### src/rtl/dma_pkg.sv
// Shared widths, register offsets and state encodings for the DMA register block.
package dma_pkg;

  localparam int REG_ADDR_WIDTH = 32;
  localparam int REG_DATA_WIDTH = 32;

  localparam logic [REG_ADDR_WIDTH-1:0] SRC_OFFSET  = 32'h00;
  localparam logic [REG_ADDR_WIDTH-1:0] DEST_OFFSET = 32'h04;
  localparam logic [REG_ADDR_WIDTH-1:0] SIZE_OFFSET = 32'h08;
  localparam logic [REG_ADDR_WIDTH-1:0] MODE_OFFSET = 32'h0C;
  localparam logic [REG_ADDR_WIDTH-1:0] INT_OFFSET  = 32'h10;

  typedef enum logic [1:0] {
    MODE_IDLE   = 2'd0,
    MODE_NORMAL = 2'd1,
    MODE_VERIFY = 2'd2
  } dma_mode_e;

  typedef enum logic [1:0] {
    ST_IDLE   = 2'd0,
    ST_SETUP  = 2'd1,
    ST_ACCESS = 2'd2,
    ST_RESP   = 2'd3
  } apb_state_e;

endpackage

### src/rtl/dma_apb_slv_fsm.sv
// APB3 completer handshake: one wait state, PREADY registered and high for one cycle.
// Latency: PREADY in the 2nd access cycle; the transfer is aborted if PSEL drops before the response.
module dma_apb_slv_fsm
  import dma_pkg::*;
(
  input  logic                      clk,
  input  logic                      rst,
  input  logic                      psel,
  input  logic                      penable,
  input  logic                      pwrite,
  input  logic [REG_ADDR_WIDTH-1:0] paddr,
  output logic                      pready,
  output logic                      access,
  output logic                      wr_en,
  output logic                      rd_en,
  output logic [4:0]                reg_sel,
  output logic                      addr_err
);

  apb_state_e state_q, state_d, phase;

  always_ff @(posedge clk or posedge rst) begin
    if (rst) begin
      state_q <= ST_IDLE;
      pready  <= 1'b0;
    end else begin
      state_q <= state_d;
      pready  <= (state_d == ST_RESP);
    end
  end

  // SETUP becomes ACCESS in the very cycle PENABLE is seen, which keeps this to one wait state
  always_comb begin
    phase = state_q;
    if (state_q == ST_SETUP && psel && penable)
      phase = ST_ACCESS;
    state_d = phase;
    access  = 1'b0;
    case (phase)
      ST_IDLE:   if (psel && !penable) state_d = ST_SETUP;
      ST_SETUP:  if (!psel) state_d = ST_IDLE;
      ST_ACCESS: begin
        state_d = ST_RESP;
        access  = 1'b1;
      end
      ST_RESP:   state_d = ST_IDLE;
      default:   state_d = ST_IDLE;
    endcase
  end

  assign rd_en = access & ~pwrite;
  assign wr_en = (state_q == ST_RESP) & psel & penable & pwrite & pready;

  // Misaligned addresses match no offset and fall into the error case
  always_comb begin
    reg_sel = 5'b00000;
    case (paddr)
      SRC_OFFSET:  reg_sel = 5'b00001;
      DEST_OFFSET: reg_sel = 5'b00010;
      SIZE_OFFSET: reg_sel = 5'b00100;
      MODE_OFFSET: reg_sel = 5'b01000;
      INT_OFFSET:  reg_sel = 5'b10000;
      default:     reg_sel = 5'b00000;
    endcase
    addr_err = ~|reg_sel;
  end

endmodule

### src/rtl/dma_apb_regs.sv
// DMA configuration/control registers behind an APB3 completer; start pulses, busy tracking, INTR.
// Latency: writes land on the edge ending the response cycle, start_* the cycle after; PREADY gives one wait state.
module dma_apb_regs
  import dma_pkg::*;
(
  input  logic                      CLK,
  input  logic                      RST,
  input  logic                      PSEL,
  input  logic                      PENABLE,
  input  logic                      PWRITE,
  input  logic [REG_ADDR_WIDTH-1:0] PADDR,
  input  logic [REG_DATA_WIDTH-1:0] PWDATA,
  output logic [REG_DATA_WIDTH-1:0] PRDATA,
  output logic                      PREADY,
  output logic                      PSLVERR,
  output logic                      INTR,
  output logic [REG_DATA_WIDTH-1:0] src_addr,
  output logic [REG_DATA_WIDTH-1:0] dst_addr,
  output logic [REG_DATA_WIDTH-1:0] xfer_size,
  output logic                      start_dma,
  output logic                      start_verify,
  input  logic                      dma_done,
  input  logic                      verify_done
);

  logic [4:0]                reg_sel;
  logic                      addr_err, access, wr_en, rd_en;
  logic [REG_DATA_WIDTH-1:0] mode_q, int_q, rdata;
  logic                      busy, done_hit, busy_err, xfer_err, wr_ok;

  dma_apb_slv_fsm u_fsm (
    .clk      (CLK),
    .rst      (RST),
    .psel     (PSEL),
    .penable  (PENABLE),
    .pwrite   (PWRITE),
    .paddr    (PADDR),
    .pready   (PREADY),
    .access   (access),
    .wr_en    (wr_en),
    .rd_en    (rd_en),
    .reg_sel  (reg_sel),
    .addr_err (addr_err)
  );

  assign done_hit = busy & (dma_done | verify_done);
  assign busy_err = PWRITE & busy & (|reg_sel[2:0]);
  assign xfer_err = addr_err | busy_err;
  // PSLVERR still holds the decision made in the access cycle, so it vetoes the commit
  assign wr_ok    = wr_en & ~PSLVERR;
  assign INTR     = int_q[0];

  always_comb begin
    rdata = '0;
    if (reg_sel[0])      rdata = src_addr;
    else if (reg_sel[1]) rdata = dst_addr;
    else if (reg_sel[2]) rdata = xfer_size;
    else if (reg_sel[3]) rdata = mode_q;
    else if (reg_sel[4]) rdata = int_q;
  end

  always_ff @(posedge CLK or posedge RST) begin
    if (RST) begin
      PRDATA  <= '0;
      PSLVERR <= 1'b0;
    end else if (access) begin
      PRDATA  <= (rd_en && !addr_err) ? rdata : '0;
      PSLVERR <= xfer_err;
    end else begin
      PRDATA  <= '0;
      PSLVERR <= 1'b0;
    end
  end

  // Completion clear comes first so a MODE write on the same edge overrides it
  always_ff @(posedge CLK or posedge RST) begin
    if (RST) begin
      src_addr     <= '0;
      dst_addr     <= '0;
      xfer_size    <= '0;
      mode_q       <= '0;
      int_q        <= '0;
      busy         <= 1'b0;
      start_dma    <= 1'b0;
      start_verify <= 1'b0;
    end else begin
      start_dma    <= 1'b0;
      start_verify <= 1'b0;
      if (done_hit) begin
        mode_q   <= '0;
        busy     <= 1'b0;
        int_q[0] <= 1'b1;
      end
      if (wr_ok) begin
        if (reg_sel[0]) src_addr  <= PWDATA;
        if (reg_sel[1]) dst_addr  <= PWDATA;
        if (reg_sel[2]) xfer_size <= PWDATA;
        if (reg_sel[3]) begin
          mode_q <= PWDATA;
          if (PWDATA == REG_DATA_WIDTH'(MODE_NORMAL)) begin
            start_dma <= 1'b1;
            busy      <= 1'b1;
          end else if (PWDATA == REG_DATA_WIDTH'(MODE_VERIFY)) begin
            start_verify <= 1'b1;
            busy         <= 1'b1;
          end
        end
        if (reg_sel[4]) int_q <= {PWDATA[REG_DATA_WIDTH-1:1], PWDATA[0] | done_hit};
      end
    end
  end

endmodule

### config.mk
export PLATFORM = sky130hd
export DESIGN_NAME = dma_apb_regs
export DESIGN_NICKNAME = d
export VERILOG_FILES = /design/src/rtl/dma_pkg.sv /design/src/rtl/dma_apb_slv_fsm.sv /design/src/rtl/dma_apb_regs.sv
export SDC_FILE = /design/constraint.sdc
export NUM_CORES = 1
export LEC_CHECK = 0
export ABC_AREA = 1
export ABC_CLOCK_PERIOD_IN_PS = 5480
export BUFFER_PORTS_ARGS = -buffer_cell sky130_fd_sc_hd__buf_4
export CAP_MARGIN = 20
export CORE_ASPECT_RATIO = 1.1
export CORE_MARGIN = 1
export CORE_UTILIZATION = 48
export CTS_CLUSTER_SIZE = 16
export DETAILED_ROUTE_END_ITERATION = 8
export PLACE_DENSITY = 0.76
export SYNTH_ARGS = -nofsm -noshare
export SYNTH_HDL_FRONTEND = slang
export SYNTH_HIERARCHICAL = 1
export SYNTH_SLANG_ARGS = --single-unit
### constraint.sdc
create_clock -name CLK -period 5.48 [get_ports CLK]
set_clock_uncertainty 0.05 [all_clocks]
set_input_delay 0.274 -clock CLK [delete_from_list [all_inputs] [get_ports CLK]]
set_output_delay 0.274 -clock CLK [all_outputs]
set_load 0.01 [all_outputs]
* Word level (Yosys, flattened, before mapping)
Index checks and enable logic that the tools add are counted.
** Storage, ports and cells
- Input port bits :: 71
- Register bits after elaboration :: 199
- Word-level logic and storage cells :: 85
- Output and inout bits :: 133
** Cells by class
- Reduce and logical (&&, ||, !) cells :: 14
- Bitwise logic cells :: 14
- Equal/unequal tests :: 12
- Muxes and demuxes :: 32
** Operators by type and width (number)
- $mux 32 :: 10
- $eq 32x4->1 const B :: 2
- $eq 32x1->1 const B :: 1
- $eq 32x2->1 const B :: 1
- $eq 32x3->1 const B :: 1
- $eq 32x5->1 const B :: 1
- $logic_not 32->1 :: 1
- $pmux 5 s5 :: 1
- $mux 1 :: 17
- $and 1x1->1 :: 9
- $eq 2x2->1 const B :: 4
- $pmux 2 s4 :: 1
- $reduce_and 2->1 :: 4
- $mux 2 :: 3
- $reduce_or 5->1 :: 1
- $eq 2x1->1 const B :: 2
- $logic_and 1x1->1 :: 4
- $or 1x1->1 :: 3
- $reduce_or 3->1 :: 1
- $logic_not 1->1 :: 2
- $logic_not 2->1 :: 1
- $not 1->1 :: 2

* Logic depth before layout (Yosys ltp)
Gate-level depths: netlist of the first run.
- Depth in word-level cells :: 10
- Depth in mapped cells :: 13
- Gate-level depth less buffers :: 11

* Cells and area by module
The synthesis of the first run kept the hierarchy.
** By module, submodules not included
- dma_apb_regs :: instances 1, cells an instance 912, area an instance 8179.1 um^2, seq. area each 4904.7 um^2
- dma_apb_slv_fsm :: instances 1, cells an instance 66, area an instance 357.8 um^2, seq. area each 75.1 um^2

* Least setup slack after synthesis of the first run
No wires, ideal clock.
- Path type :: input port to flip-flop
- From :: input port PADDR[15]
- To :: register PRDATA[19]
- Data arrival time :: 1704 ps
- Path slack :: 3593 ps
- Stages on the path :: 11
- Path buffers :: 1
- Data required time :: 5297 ps
- Setup time :: 133 ps
- Cell sequence :: nor2_1 -> nand2_1 -> nor2_4 -> nand2_2 -> nor3_1 -> inv_2 -> buf_2 -> o22ai_1 -> inv_1 -> nand2_1 -> a21oi_1
** Between the ends
- Elaborated cells between the ends (all ways) :: 15
- Those cells by class :: eq/ne (4); mux (8); reduce/logical (3)
** RTL lines
- start: declaration :: line dma_apb_regs.sv:11 : input logic [REG_ADDR_WIDTH-1:0] PADDR,
- $eq 32x5->1, or another cell as far along :: line dma_apb_slv_fsm.sv:57 : case (paddr)
- $pmux 5 s5 (*) :: line dma_apb_slv_fsm.sv:57
- net reg_sel[1] :: line dma_apb_regs.sv:26 : logic [4:0] reg_sel;
- $reduce_or 5->1 or $mux 32 (tied branches) :: line dma_apb_slv_fsm.sv:65, dma_apb_regs.sv:56
- $logic_and 1x1->1 or $mux 32 (tied branches) :: line dma_apb_regs.sv:67, dma_apb_regs.sv:55
- $mux 32 (*) :: line dma_apb_regs.sv:67 : PRDATA <= (rd_en && !addr_err) ? rdata : '0;
- $mux 32 (*) :: line dma_apb_regs.sv:66 : end else if (access) begin
- end signal: assignment :: line dma_apb_regs.sv:67
- end: declaration :: line dma_apb_regs.sv:13 : output logic [REG_DATA_WIDTH-1:0] PRDATA,
Mark *: on every way through the listed nets, which the timed path passes. The rest lies on a longest branch.
A chain may end at the register's enable or synchronous reset.

* Worst setup path after layout of the first run
- From :: input port PADDR[21]
- To :: register PRDATA[13]
Same word-level chain as after synthesis.

==> results of run 1 <==
## cells in the final DEF, fill, tap and decap left out, types with 2 or more instances in the layout
cell / n
a211oi_1: 2
a21oi_1: 56
buf_12: 4
buf_4: 209
bufinv_16: 2
clkbuf_16: 17
clkinv_2: 3
clkinvlp_4: 4
dfrtp_1: 199
inv_1: 63
inv_2: 3
inv_6: 2
inv_8: 2
nand2_1: 239
nand2_2: 6
nand3_1: 55
nor2_1: 48
nor2_2: 4
nor2_4: 4
nor3_2: 4
o211ai_1: 13
o21ai_0: 185
o21ai_1: 7
o22ai_1: 20
## power by group
group	total (mW)	internal, mW	leakage, nW	switching (mW)
Sequential	1.49	1.48	2.77	0.00912
Combinational	0.148	0.0590	2.23	0.0889
Clock	1.27	0.692	0.284	0.577
## registers in the layout, summed over array words and instances (netlist names)
signal         flops
PRDATA            32
dst_addr          32
int_q             32
mode_q            32
src_addr          32
xfer_size         32
u_fsm/state_q      2
PSLVERR            1
busy               1
start_dma          1
start_verify       1
u_fsm/pready       1
## area by class of cell
class                      instances  share of cell area [%]
multi-input combinational        651                   28.07
inverter                          67                   2.353
tap                              234                   2.699
sequential                       199                   45.90
timing repair buffer             215                   15.55
clock inverter                    13                   1.349
clock buffer                      19                   4.083
## cell families (layout without fill, tap and decap cells)
group,after synthesis,in the layout
buf+inv,128,314
flops,199,199
simple gates,363,363
compound gates,288,288
## worst max-delay path, stage by stage
cell and delay, ns:
buf_4 0.08, nor2_1 0.05, nand2_1 0.05, nor2_1 0.04, nand2_1 0.23, nor3_2 0.09
buf_4 0.23, inv_2 0.63, nand2_1 0.87, o22ai_1 0.37, inv_1 0.08, nand2_1 0.08
a21oi_1 0.06
## per-layer routing
metal	routed length (um)	vias up	share of wire [%]	GRT usage (%)
met4	435	0	1.8	9.350
met1	10550	3695	43	37.69
met2	12040	303	49	45.73
met3	1633	35	6.6	4.977
met5	0	-	0	0
li1	-	3586	-	-
## per-stage QoR
stage	cell area [sq um]	worst slack (ns)	std cells	total power, mW
floorplan	8541	2.624	978	1.590
global placement	10160	2.323	1361	1.666
detailed placement	10200	2.185	1363	1.670
CTS	10800	2.603	1396	2.926
global route	10850	2.437	1398	2.991
finish	10850	2.555	1398	2.909
## worst max path at each step
| stage | depth (start not counted) | from | slack, ns | end |
|---|---|---|---|---|
| CTS | 13 | PADDR[27] | 2.60 | PRDATA[13] |
| detailed placement | 13 | PADDR[21] | 2.18 | PRDATA[17] |
| finish | 13 | PADDR[21] | 2.56 | PRDATA[13] |
| global placement | 13 | PADDR[31] | 2.32 | PRDATA[15] |
| global route | 13 | PADDR[21] | 2.44 | PRDATA[19] |
| floorplan | 1 | RST | 2.62 | PRDATA[0] |
==> reports/qor.yml, run 1 <==
cts:
  cts_made_buffers: 17
  cts_buffer_depth: 2
  cts_resized: 0
  cts_htree_levels: 4
  clock_sinks: 199
  clkTransAtPathRegs_ns: 0.07
  hold_buffers: 1
  cts_tree: "built"
  postCtsSetupBuffers: 0
  insertion_delay_ns: 0.44
  root_buffer: "clkbuf_16"
yosys:
  synthArstFlopShare_pct: 100.0
  syn_area_sq_mm: 0.008537
  ys_seq_area_share_pct: 58.33
  synth_edf_count: 0
  synthAdderAreaFrac_pct: 0
  yosys.cell_types.count: 28
  synth_compound_area_share_pct: 17.75
  synth_top_family_by_area: "compound AO/OA/AOI/OAI gates"
  synthTopCellsByArea: "dfrtp_1, o21ai_0, nand2_1"
  synthMuxAreaShare_pct: 0
  syn_area_per_cell_sq_um: 8.729
  synth-seq-cells: 199
  ys_top_cells_by_count: "nand2_1, dfrtp_1, o21ai_0, inv_1, a21oi_1"
  synth_top_cell_area_share_pct: 58.33
  yosysTopAreaCell: "dfrtp_1"
  synth_xor_area_share_pct: 0
  synthCells: 978
  synth_ff_type: "dfrtp_1"
  synth_warnings: 6
  syn_nets: 1049
  synth_simple_gate_area_share_pct: 17.56
  yosysMostFrequentCell: "nand2_1"
flow_run:
  cap_violations: 0
sta:
  finalHoldWorstSlack_ns: 0.05831
  hold_violations: 0
  min_period_ns: 2.925
  maxClockFrequency_mhz: 341.9
  period_share_pct: 53.37
  setup_viol: 0
  setup-tns-final_ns: 0
  rsz0062_at_grt: "false"
  slew_headroom_pct: 22.78
  tightest_slew_ns: 1.157
  slew_viol_final: 0
power_and_ir_drop:
  ir_drop_v: 0.0002214
  p_leak_nw: 5.291
  cellPowerDensity_mw_per_mm2: 268.1
floorplanning:
  rows: 50
  die_area_sq_mm: 0.01832
  die_y_um: 141.9
  start_util_pct: 49.62
  coreArea_sq_mm: 0.01720
  io_pins: 204
  die_x_um: 129.2
setup_path:
  start_kind: "input pin"
  arrival_ns: 3.16
  r2r-end: "busy"
  reg2reg_slack_ns: 3.31
  cp_max_fo: 33
  required_ns: 5.71
  r2r-start: "u_fsm/state_q[0]"
  reg2reg_depth: 9
  crit_type: "input pin to flip-flop"
  worst_setup_path_end_kind: "flip-flop"
layout:
  diodes: 0
  drive_gt1_share_pct: 23.11
  nFillCells: 1484
  synthToLayoutAreaGrowth_pct: 27.09
  multi_input_area_sq_mm: 0.003045
  nets: 1222
  seq_area_sq_mm: 0.004980
  fin_util_pct: 63.06
place:
  routabilityCongestion: 0.7498
  dp_hpwl_um: 15190
  port_buffers: 203
route:
  drtPass1Iterations: 5
  drt_iter0_markers: 698
  detail-route-antenna-nets: 0
  drt_wl_total_um: 24660
  avgViaCountPerCell: 5.450
  num_vias: 7619
  drcViolationCount: 0
  wl_per_cell_um: 17.64
global_routing:
  grt_usage_pct: 27.99
  grt_pass1_vias: 7369
  overflow: 0
  grt_max_degree: 197
  grt_pass1_wl_um: 38880
  grt_antenna_before_repair: 0
worst_hold_path:
  min_from: "PSEL"
  hp-class: "input pin to flip-flop"
  hold_end: "u_fsm/state_q[0]"
  min_path_cells: 3
status:
  status: "finished clean"
(Power assumes the default switching activity.)
==> inputs of run 2 (changes only) <==
--- a/config.mk
+++ b/config.mk
@@ -6,7 +6,7 @@
 export NUM_CORES = 1
 export LEC_CHECK = 0
 export ABC_AREA = 1
-export ABC_CLOCK_PERIOD_IN_PS = 5480
+export ABC_CLOCK_PERIOD_IN_PS = 2650
 export BUFFER_PORTS_ARGS = -buffer_cell sky130_fd_sc_hd__buf_4
 export CAP_MARGIN = 20
 export CORE_ASPECT_RATIO = 1.1
==> constraint.sdc (replaced) <==
create_clock -name CLK -period 2.65 [get_ports CLK]
set_clock_uncertainty 0.05 [all_clocks]
set_input_delay 0.1325 -clock CLK [delete_from_list [all_inputs] [get_ports CLK]]
set_output_delay 0.1325 -clock CLK [all_outputs]
set_load 0.01 [all_outputs]
==> reports/qor.yml, run 2 (synthesized netlist as in run 1, its figures left out) <==
route:
  drt_wl_total_um: 24790
  num_vias: 7626
  drt_iter0_markers: 597
  drtPass1Iterations: 7
  avgViaCountPerCell: 5.344
  wl_per_cell_um: 17.37
  drcViolationCount: 0
  detail-route-antenna-nets: 0
place:
  port_buffers: 203
  dp_hpwl_um: 15890
  routabilityCongestion: 0.7503
  place_area_sq_mm: 0.01032
global_routing:
  grt_max_degree: 108
  grt_antenna_before_repair: 0
  grt_pass1_vias: 7226
  grt_usage_pct: 27.72
  grt_pass1_wl_um: 38610
  overflow: 0
floorplanning:
  io_pins: 204
  start_util_pct: 49.62
  coreArea_sq_mm: 0.01720
  die_x_um: 129.2
  rows: 50
  die_area_sq_mm: 0.01832
  die_y_um: 141.9
layout:
  final_cell_area_sq_mm: 0.01111
  drive_gt1_share_pct: 23.47
  mostFrequentLayoutCells: "nand2_1, buf_4, dfrtp_1"
  nets: 1252
  multi_input_area_sq_mm: 0.003045
  diodes: 0
  layout_commonest_cell: "nand2_1"
  nFillCells: 1444
  synthToLayoutAreaGrowth_pct: 30.18
  seq_area_sq_mm: 0.004980
cts:
  postCtsSetupBuffers: 0
  cts_buffer_depth: 2
  cts_htree_levels: 4
  root_buffer: "clkbuf_16"
  insertion_delay_ns: 0.42
  clkTransAtPathRegs_ns: 0.07
  cts_made_buffers: 17
  cts_tree: "built"
  clock_sinks: 199
  cts_resized: 0
setup_path:
  crit_type: "flip-flop to flip-flop"
  slowest_delay_ns: 0.35
  reg2reg_depth: 8
  cp_max_fo: 22
  required_ns: 2.90
  reg2reg_slack_ns: 0.67
  crit_slowest_cell: "dfrtp_1"
  path_cells: "nand2_1, nor3_1, inv_1, nor2_4, nand2_2, buf_4, nand2_1, o21ai_0"
  crit_top_cell: "nand2_1"
  start_kind: "flip-flop"
  worst_setup_path_end_kind: "flip-flop"
  arrival_ns: 2.23
power_and_ir_drop:
  intPower_mw: 4.674
  seqPwrFrac_pct: 51.4
  power_mw: 6.006
  p_sw_mw: 1.331
  switching_share_pct: 22.16
  p_leak_nw: 5.410
  power_frac_clock_pct: 43.1
  pwr-share-comb_pct: 5.6
  ir_drop_v: 0.0004365
  cellPowerDensity_mw_per_mm2: 540.4
sta:
  slew_headroom_pct: 27.83
  setup_viol: 0
  setup-tns-final_ns: 0
  rsz0062_at_grt: "false"
  min_period_ns: 1.982
  tightest_slew_ns: 1.081
  hold_violations: 0
  slew_viol_final: 0
  maxClockFrequency_mhz: 504.5
  period_share_pct: 74.80
worst_hold_path:
  hp-class: "input pin to flip-flop"
  min_path_cells: 3
flow_run:
  cap_violations: 0
status:
  status: "finished clean"
==> run 2: changes by cell type in the layout (fill, tap and decap cells not counted) <==
cell and delta:
dlygate4sd3_1 +19, clkinvlp_4 -1, inv_8 -2, clkbuf_8 +2
buf_4 +11, buf_16 -1, clkbuf_1 -1, clkinv_2 +1
buf_12 +1
==> run 2: layer usage <==
layer | vias to the layer above | wire (um) | share of wire (%) | GRT usage [%]
li1 | 3652 | - | - | -
met3 | 16 | 1732 | 7.0 | 4.751
met1 | 3642 | 10610 | 43 | 37.85
met4 | 0 | 227 | 0.92 | 6.625
met5 | - | 0 | 0 | 0
met2 | 316 | 12210 | 49 | 46.04
==> run 2: area by class of cell <==
type                       count  area share [%]
clock buffer                  20           4.199
tap                          234           2.635
timing repair buffer         245           17.56
multi-input combinational    651           27.40
inverter                      67           2.297
sequential                   199           44.81
clock inverter                11           1.092
==> run 2: final timing paths <==
check	start	endpoint
setup reg to reg	u_fsm/state_q[0]	xfer_size[10]
min in group asynchronous	RST	u_fsm/state_q[0]
max in group asynchronous	RST	int_q[19]
hold / removal	PWDATA[14]	mode_q[14]
setup / recovery	u_fsm/state_q[0]	xfer_size[10]
hold reg to reg	int_q[30]	int_q[30]
==> run 2: power groups by stage <==
stage | logic, mW | registers (mW) | clock network, mW
after floorplan | 0.138 | 3.15 | 0
after global placement | 0.309 | 3.14 | 0
after CTS | 0.341 | 3.08 | 2.61
after detailed placement | 0.314 | 3.14 | 0
after global routing | 0.374 | 3.08 | 2.74
final | 0.335 | 3.08 | 2.59
==> run 2: through the flow <==
step	hold slack, ns	utilization (%)	std cells	setup slack [ns]
after global placement	-0.01536	60.01	1376	0.4631
final	0.005438	64.60	1427	0.6678
after detailed placement	-0.01748	60.01	1376	0.4302
after floorplan	-0.1639	-	978	-0.06488
after global routing	0.009240	64.60	1427	0.5022
after CTS	0.001835	64.60	1427	0.6605
==> run 2: timing repair <==
| item | in CTS | in global routing |
|---|---|---|
| endpoints found under the hold margin | 230 | 0 |
| hold buffers | 20 | 0 |
| endpoints found under the setup margin | 0 | 0 |
==> run 2: critical path: cells and delay by family (launching register included) <==
kind,cells,cell delay [ns]
flip-flops,1,0.35
AND/OR/NAND/NOR,5,0.93
buffers and inverters,2,0.43
AO/OA/AOI/OAI,1,0.09
